### src/rtl/conv_job_arbiter.sv
// rtl/conv_job_arbiter.sv - round-robin job arbiter sharing one convolution engine between requesters
module conv_job_arbiter #(
  parameter int NREQ = 2,
  parameter int M    = 112,
  parameter int N    = 49,
  parameter int XW   = 10,
  parameter int YW   = 26
) (
  input  logic                 clk,
  input  logic                 reset,
  input  logic [NREQ-1:0]      req,
  output logic [NREQ-1:0]      gnt,
  output logic [NREQ-1:0]      done,
  output logic                 busy,
  input  logic [NREQ*XW-1:0]   rq_x_data,
  input  logic [NREQ-1:0]      rq_x_valid,
  output logic [NREQ-1:0]      rq_x_ready,
  input  logic [NREQ*XW-1:0]   rq_f_data,
  input  logic [NREQ-1:0]      rq_f_valid,
  output logic [NREQ-1:0]      rq_f_ready,
  output logic [YW-1:0]        rq_y_data,
  output logic [NREQ-1:0]      rq_y_valid,
  input  logic [NREQ-1:0]      rq_y_ready,
  output logic [XW-1:0]        eng_x_data,
  output logic                 eng_x_valid,
  input  logic                 eng_x_ready,
  output logic [XW-1:0]        eng_f_data,
  output logic                 eng_f_valid,
  input  logic                 eng_f_ready,
  input  logic [YW-1:0]        eng_y_data,
  input  logic                 eng_y_valid,
  output logic                 eng_y_ready
);

  localparam int CW = $clog2(M + 1);
  localparam int OW = (NREQ > 1) ? $clog2(NREQ) : 1;
  localparam logic [CW-1:0] X_LIMIT = CW'(M);
  localparam logic [CW-1:0] F_LIMIT = CW'(N);
  localparam logic [CW-1:0] Y_LAST  = CW'(M - N);

  typedef enum logic [1:0] {IDLE, LOAD, COLLECT} state_t;

  state_t          state;
  logic [OW-1:0]   owner;
  logic [OW-1:0]   last;
  logic [OW-1:0]   pick;
  logic            any_req;
  logic [CW-1:0]   xcnt;
  logic [CW-1:0]   fcnt;
  logic [CW-1:0]   ycnt;
  logic            x_open;
  logic            f_open;
  logic            x_hs;
  logic            f_hs;
  logic            y_hs;

  assign x_open = (xcnt < X_LIMIT);
  assign f_open = (fcnt < F_LIMIT);
  assign x_hs   = eng_x_valid & eng_x_ready;
  assign f_hs   = eng_f_valid & eng_f_ready;
  assign y_hs   = eng_y_valid & eng_y_ready;

  // Round-robin pick: first requesting index after the previous owner, wrapping.
  always_comb begin
    pick    = last;
    any_req = 1'b0;
    for (int i = 1; i <= NREQ; i++) begin
      if (!any_req && req[(int'(last) + i) % NREQ]) begin
        any_req = 1'b1;
        pick    = OW'((int'(last) + i) % NREQ);
      end
    end
  end

  // Zero-latency stream steering between the owner and the engine; everything else held at 0.
  always_comb begin
    rq_x_ready  = '0;
    rq_f_ready  = '0;
    rq_y_valid  = '0;
    rq_y_data   = '0;
    eng_x_data  = '0;
    eng_x_valid = 1'b0;
    eng_f_data  = '0;
    eng_f_valid = 1'b0;
    eng_y_ready = 1'b0;
    if (state == LOAD) begin
      eng_x_data        = rq_x_data[int'(owner)*XW +: XW];
      eng_x_valid       = rq_x_valid[owner] & x_open;
      rq_x_ready[owner] = eng_x_ready & x_open;
      eng_f_data        = rq_f_data[int'(owner)*XW +: XW];
      eng_f_valid       = rq_f_valid[owner] & f_open;
      rq_f_ready[owner] = eng_f_ready & f_open;
    end
    if (state == COLLECT) begin
      rq_y_valid[owner] = eng_y_valid;
      eng_y_ready       = rq_y_ready[owner];
      rq_y_data         = eng_y_data;
    end
  end

  // Job FSM: grant, count x/f in, count y out, release with a done pulse.
  always_ff @(posedge clk) begin
    if (reset) begin
      state <= IDLE;
      owner <= '0;
      last  <= OW'(NREQ - 1);
      gnt   <= '0;
      done  <= '0;
      busy  <= 1'b0;
      xcnt  <= '0;
      fcnt  <= '0;
      ycnt  <= '0;
    end else begin
      done <= '0;
      case (state)
        IDLE: begin
          if (any_req) begin
            owner <= pick;
            gnt   <= NREQ'(1) << pick;
            busy  <= 1'b1;
            state <= LOAD;
          end
        end
        LOAD: begin
          if (x_hs) xcnt <= xcnt + 1'b1;
          if (f_hs) fcnt <= fcnt + 1'b1;
          if (!x_open && !f_open) state <= COLLECT;
        end
        COLLECT: begin
          if (y_hs) begin
            if (ycnt == Y_LAST) begin
              done  <= NREQ'(1) << owner;
              last  <= owner;
              gnt   <= '0;
              busy  <= 1'b0;
              xcnt  <= '0;
              fcnt  <= '0;
              ycnt  <= '0;
              state <= IDLE;
            end else begin
              ycnt <= ycnt + 1'b1;
            end
          end
        end
        default: state <= IDLE;
      endcase
    end
  end

endmodule

### config.mk
export PLATFORM = sky130hd
export DESIGN_NAME = conv_job_arbiter
export DESIGN_NICKNAME = d
export VERILOG_FILES = /design/src/rtl/conv_job_arbiter.sv
export SDC_FILE = /design/constraint.sdc
export NUM_CORES = 1
export LEC_CHECK = 0
export ABC_AREA = 1
export CAP_MARGIN = 30
export CORE_ASPECT_RATIO = 1.75
export CORE_UTILIZATION = 25
export CTS_BUF_LIST = sky130_fd_sc_hd__clkbuf_8
export DETAILED_ROUTE_END_ITERATION = 8
export DONT_BUFFER_PORTS = 1
export PLACE_DENSITY = 0.51
export SYNTH_ARGS = -nofsm -noshare
export SYNTH_HDL_FRONTEND = slang
export SYNTH_SLANG_ARGS = --single-unit
### constraint.sdc
create_clock -name clk -period 1.7 [get_ports clk]
set_clock_uncertainty 0.05 [all_clocks]
set_input_delay 0.34 -clock clk [delete_from_list [all_inputs] [get_ports clk]]
set_output_delay 0.34 -clock clk [all_outputs]
set_load 0.005 [all_outputs]
Word level (Yosys, flattened, before mapping)
Cells that the tools add are included.
- add/sub/neg operators: 5
- $mul: 1
- order comparisons: 6
- equal/unequal tests: 9
- shift operators: 4
- muxes and demuxes: 45
- bitwise gates (word level): 15
- reductions and logical operators: 17
- operators with widths (kind ; count):
    $mux 7 ; 5
    $shiftx 20x32->10 ; 1
    $pmux 7 s2 ; 2
    $mux 26 ; 1
    $mux 1 ; 23
    $add 7x1->7 const B ; 3
    $mux 10 ; 2
    $shiftx 20x6->10 ; 1
    $mux 2 ; 8
    $reduce_and 4->1 ; 4
    $ne 2x2->1 const B ; 4
    $and 1x1->1 ; 7
    $eq 7x6->1 const B ; 1
    $lt 7x6->1 const B ; 1
    $lt 7x7->1 const B ; 1
    $and 2x2->2 ; 3
    $lt 2x3->1 const B ; 2
    $pmux 2 s3 ; 1
    $mul 1x3->4 const B ; 1
    $ne 2x1->1 const B ; 2
    $pmux 2 s2 ; 1
    $reduce_and 2->1 ; 2
    $reduce_bool 2->1 ; 2
    $reduce_or 4->1 ; 1
    other kinds (14) ; 23
- register bits: 30
- input bits: 79
- output and inout port bits: 60
- logic and storage cells: 111

Logic depth before layout (Yosys ltp)
- depth after elaboration: 12
- depth in mapped cells: 10
- gate-level depth less buffers: 9

Worst setup path before layout
OpenSTA, ideal clock, no wires.
- kind: register -> output
- start: register state[1]
- end: output rq_y_data[15]
- arrival time: 1305 ps
- data required time: 1310 ps
- path slack: 5 ps
- stages on the path, launching flop included: 8
- path buffers: 3
- cell sequence: dfxtp_1 -> inv_2 -> nor2_2 -> buf_2 -> inv_1 -> buf_2 -> buf_2 -> nor2_1
- cells in the longest elaborated chain, start to end: 2
- ends and longest elaborated chain (what ; line ; RTL):
    from (decl) ; 43 ; state_t state;
    from (signal assigned) ; 104 ; state <= IDLE;
    from (signal assigned) ; 121 ; state <= LOAD;
    from (signal assigned) ; 127 ; if (!x_open && !f_open) state <= COLLECT;
    $eq 2x2->1 ; 94 ; if (state == COLLECT) begin
    $mux 26 ; 94 ;
    to (decl) ; 21 ; output logic [YW-1:0] rq_y_data,
Every way passes these cells.

Final worst setup path
- start: register state[0]
- end: output rq_y_data[18]
The elaborated chain is that of the path after synthesis.

==> reports/metrics.cfg <==
[synth]
synth_area_um2=2100
yosysSeqAreaShare_pct=28.6
cells_after_synthesis=361
number_of_enable_flip_flop_cells_after_synthesis=0
post_synth_num_cell_types=30
syn_area_per_cell_um2=5.81
syn-num-nets=443
postSynthRegisterBits=30
synth.yosys.warnings=0
fraction_of_synthesis_flops_using_an_asynchronous_set_or_reset_pin_pct=0
synth_top_flop_cell=sky130_fd_sc_hd__dfxtp_1

[timing]
fmax_mhz=601
timing.final.max_slew_violations=0
final.min_clock_period_ps=1660
fin_hold_ws_ps=50.4
timing.max_slew.rel_slack_pct=77.9
finalHoldViolCount=0
tightestPinTransition_ps=329
min_period_over_period_pct=97.9
grt_setup_unrepaired=true
setup_viol=0

[worst_setup_path]
critPathMaxStageDelay_ps=350
setup.worst_path.start_class=flip-flop
path_max_fanout=15
critPathCaptureType=primary output
regToRegSetupSlack_ps=60
arrival_ps=1270
timing.critical_path.cells=buf_6, nor2_4, inv_4, buf_12, nor2_2
r2r-end=xcnt[3]
critPathSlowestCell=sky130_fd_sc_hd__dfxtp_4
worst-path-buf-inv=3
critical_path_required_ps=1310
r2r_cells=8
critPathTopFamily=buffers and inverters
timing.rr.start=state[0]
criticalPathCategory=flip-flop to primary output

[layout]
fin_nets=460
layout.core_utilization_pct=36.1
final_common_cell=sky130_fd_sc_hd__nand2_1
share_of_cells_above_drive_strength_1_pct=30.3
final_design_area_no_fill_um2=2890
nFillCells=851
antenna-diode-count=0
syn_to_final_growth_pct=37.9
layout_common_cells=sky130_fd_sc_hd__nand2_1, sky130_fd_sc_hd__inv_1, sky130_fd_sc_hd__nor2_2

[power]
clock_power_share_pct=26.2
internal_power_w=0.00144
p_sw_share_pct=38.3
p_per_area_nw_per_um2=808
peakVddDrop_mv=0.270
power_frac_comb_pct=39.8
power_leakage_nw=1.20
report.power.total_w=0.00234
sw_power_w=0.000896
p_seq_share_pct=34.0

[worst_hold_path]
worst_hold_startpoint=reset
hold_path_class=input pin to flip-flop
min_path_cells=1
hold_path_end=state[1]

[clocking]
ctsRootBufferMaster=sky130_fd_sc_hd__clkbuf_8
count_of_h_tree_levels_built_during_cts=2
cts_tree=built
clock_latency_ps=290
cts_buffers=5
maximum_buffer_depth_of_the_clock_tree=2
hold_buffers=0
clkTransAtPathRegs_ps=70
cts.sink_count=30

[detailed_routing]
vias_per_cell=5.06
detail_route.first_pass.iterations=6
vias=2374
drc=22
aggregate_routed_wire_length_mm=6.91
wire_per_inst_um=14.7
ant_nets=0
drt_first_iter_violations=88

[status]
status=finished with violations
violations=DRC

[global_route]
grt_first_pass_wirelength_mm=9.50
grt_remaining_overflow=0
via_count_of_the_first_global_routing_pass=2111
track_usage_pct=14.2
antenna_found_initial=0
grt_start_max_net_pins=30

[placed_design]
routabilityCongestion=0.774
dp_hpwl_mm=4.94
port_buffers=0
post_dp_cell_area_um2=2290

[floorplanning]
core_area_um2=8020
pin_count=139
placementRows=43
chipHeight_um=123
fp.dieArea_um2=8780
effective_utilization_at_floorplan_pct=26.2
die_w_um=71.3

[flow_run]
max_cap_violations=0

==> worst register-to-register path: stages, from the launching register on <==
cell                      delay [ps]
sky130_fd_sc_hd__dfxtp_4         350
sky130_fd_sc_hd__buf_6           120
sky130_fd_sc_hd__nor2_4          130
sky130_fd_sc_hd__buf_6           140
sky130_fd_sc_hd__nand3_4          90
sky130_fd_sc_hd__o21ai_4         280
sky130_fd_sc_hd__buf_4           170
sky130_fd_sc_hd__nand3_1          90
sky130_fd_sc_hd__a21oi_1         160
==> flip-flops by register name, indices dropped and copies added (netlist names) <==
name,cells
done,2
state,2
busy,1
last,1
xcnt,7
ycnt,7
owner,1
fcnt,7
gnt,2
==> power by group through the flow <==
| stage | Sequential [W] | Clock, W | Combinational (W) |
|---|---|---|---|
| after floorplan | 0.000793 | 0 | 0.000465 |
| after detailed placement | 0.000811 | 0 | 0.000632 |
| after global routing | 0.000802 | 0.000655 | 0.00102 |
| after CTS | 0.000794 | 0.000626 | 0.000752 |
| after global placement | 0.000810 | 0 | 0.000626 |
| final | 0.000795 | 0.000611 | 0.000931 |
==> kinds of logic (layout without fill, tap and decap cells) <==
| kind of cell | count (synthesis) | after routing | share of synthesized area (%) |
|---|---|---|---|
| AOI/OAI and AO/OA | 58 | 58 | 15.1 |
| xor gates and xnor gates | 4 | 4 | 1.67 |
| adders and majority gates | 3 | 3 | 1.79 |
| buffers and inverters | 65 | 83 | 12.5 |
| DFF | 30 | 30 | 28.6 |
| and+or+nand+nor | 201 | 201 | 40.3 |
==> layer usage <==
| layer | global-route usage [%] | share of wire (%) |
|---|---|---|
| met4 | 8.38 | 3.5 |
| met5 | 0 | 0 |
| met1 | 11.5 | 33 |
| met2 | 28.7 | 53 |
| met3 | 4.56 | 10 |
==> cell type report <==
class / count / area, um^2 / share of cell area [%]
Tap cell: 90 / 113 / 3.89
Inverter: 49 / 191 / 6.61
Sequential cell: 30 / 612 / 21.1
Timing Repair Buffer: 26 / 293 / 10.1
Multi-Input combinational cell: 266 / 1590 / 55.0
Clock inverter: 2 / 12.5 / 0.432
Clock buffer: 6 / 82.6 / 2.85
==> cells in the mapped netlist, types with 3 or more instances <==
library cell                 n  area, um^2
sky130_fd_sc_hd__ha_1        3        37.5
sky130_fd_sc_hd__nand2_1   100         375
sky130_fd_sc_hd__nand4_1     6        37.5
sky130_fd_sc_hd__o21ai_0     5        25.0
sky130_fd_sc_hd__a21oi_1    46         230
sky130_fd_sc_hd__nand2_2     3        18.8
sky130_fd_sc_hd__nand3_1    27         135
sky130_fd_sc_hd__nor2_1     57         214
sky130_fd_sc_hd__dfxtp_1    30         601
sky130_fd_sc_hd__inv_1      46         173
sky130_fd_sc_hd__clkbuf_1   10        37.5
sky130_fd_sc_hd__buf_2       4        20.0
==> repair_timing <==
action	in CTS	in global routing
setup buffers	5	3
resized for setup	32	71
pin swaps	2	6
gates cloned	1	2
setup endpoints to repair	53	73
==> how the worst max path moves through the flow <==
stage                        start            end  slack (ps)  depth (start not counted)
after global routing      state[0]        xcnt[6]         -30                          8
after global placement     ycnt[0]        fcnt[2]          50                          9
after floorplan           state[1]  rq_y_data[15]           5                          7
after CTS                  ycnt[0]        fcnt[3]        0.03                          9
after detailed placement   ycnt[0]        xcnt[0]          30                          8
final                     state[0]  rq_y_data[18]          40                          5
==> through the flow <==
| step | TNS (ps) | std cells | setup slack [ps] |
|---|---|---|---|
| final | 0 | 469 | 35.4 |
| after global routing | -298 | 469 | -25.5 |
| after CTS | 0 | 464 | 0.0311 |
| after detailed placement | 0 | 451 | 27.5 |
| after global placement | 0 | 451 | 45.4 |
| after floorplan | 0 | 361 | 4.62 |
No activity file was read; power rests on OpenSTA's default activity.
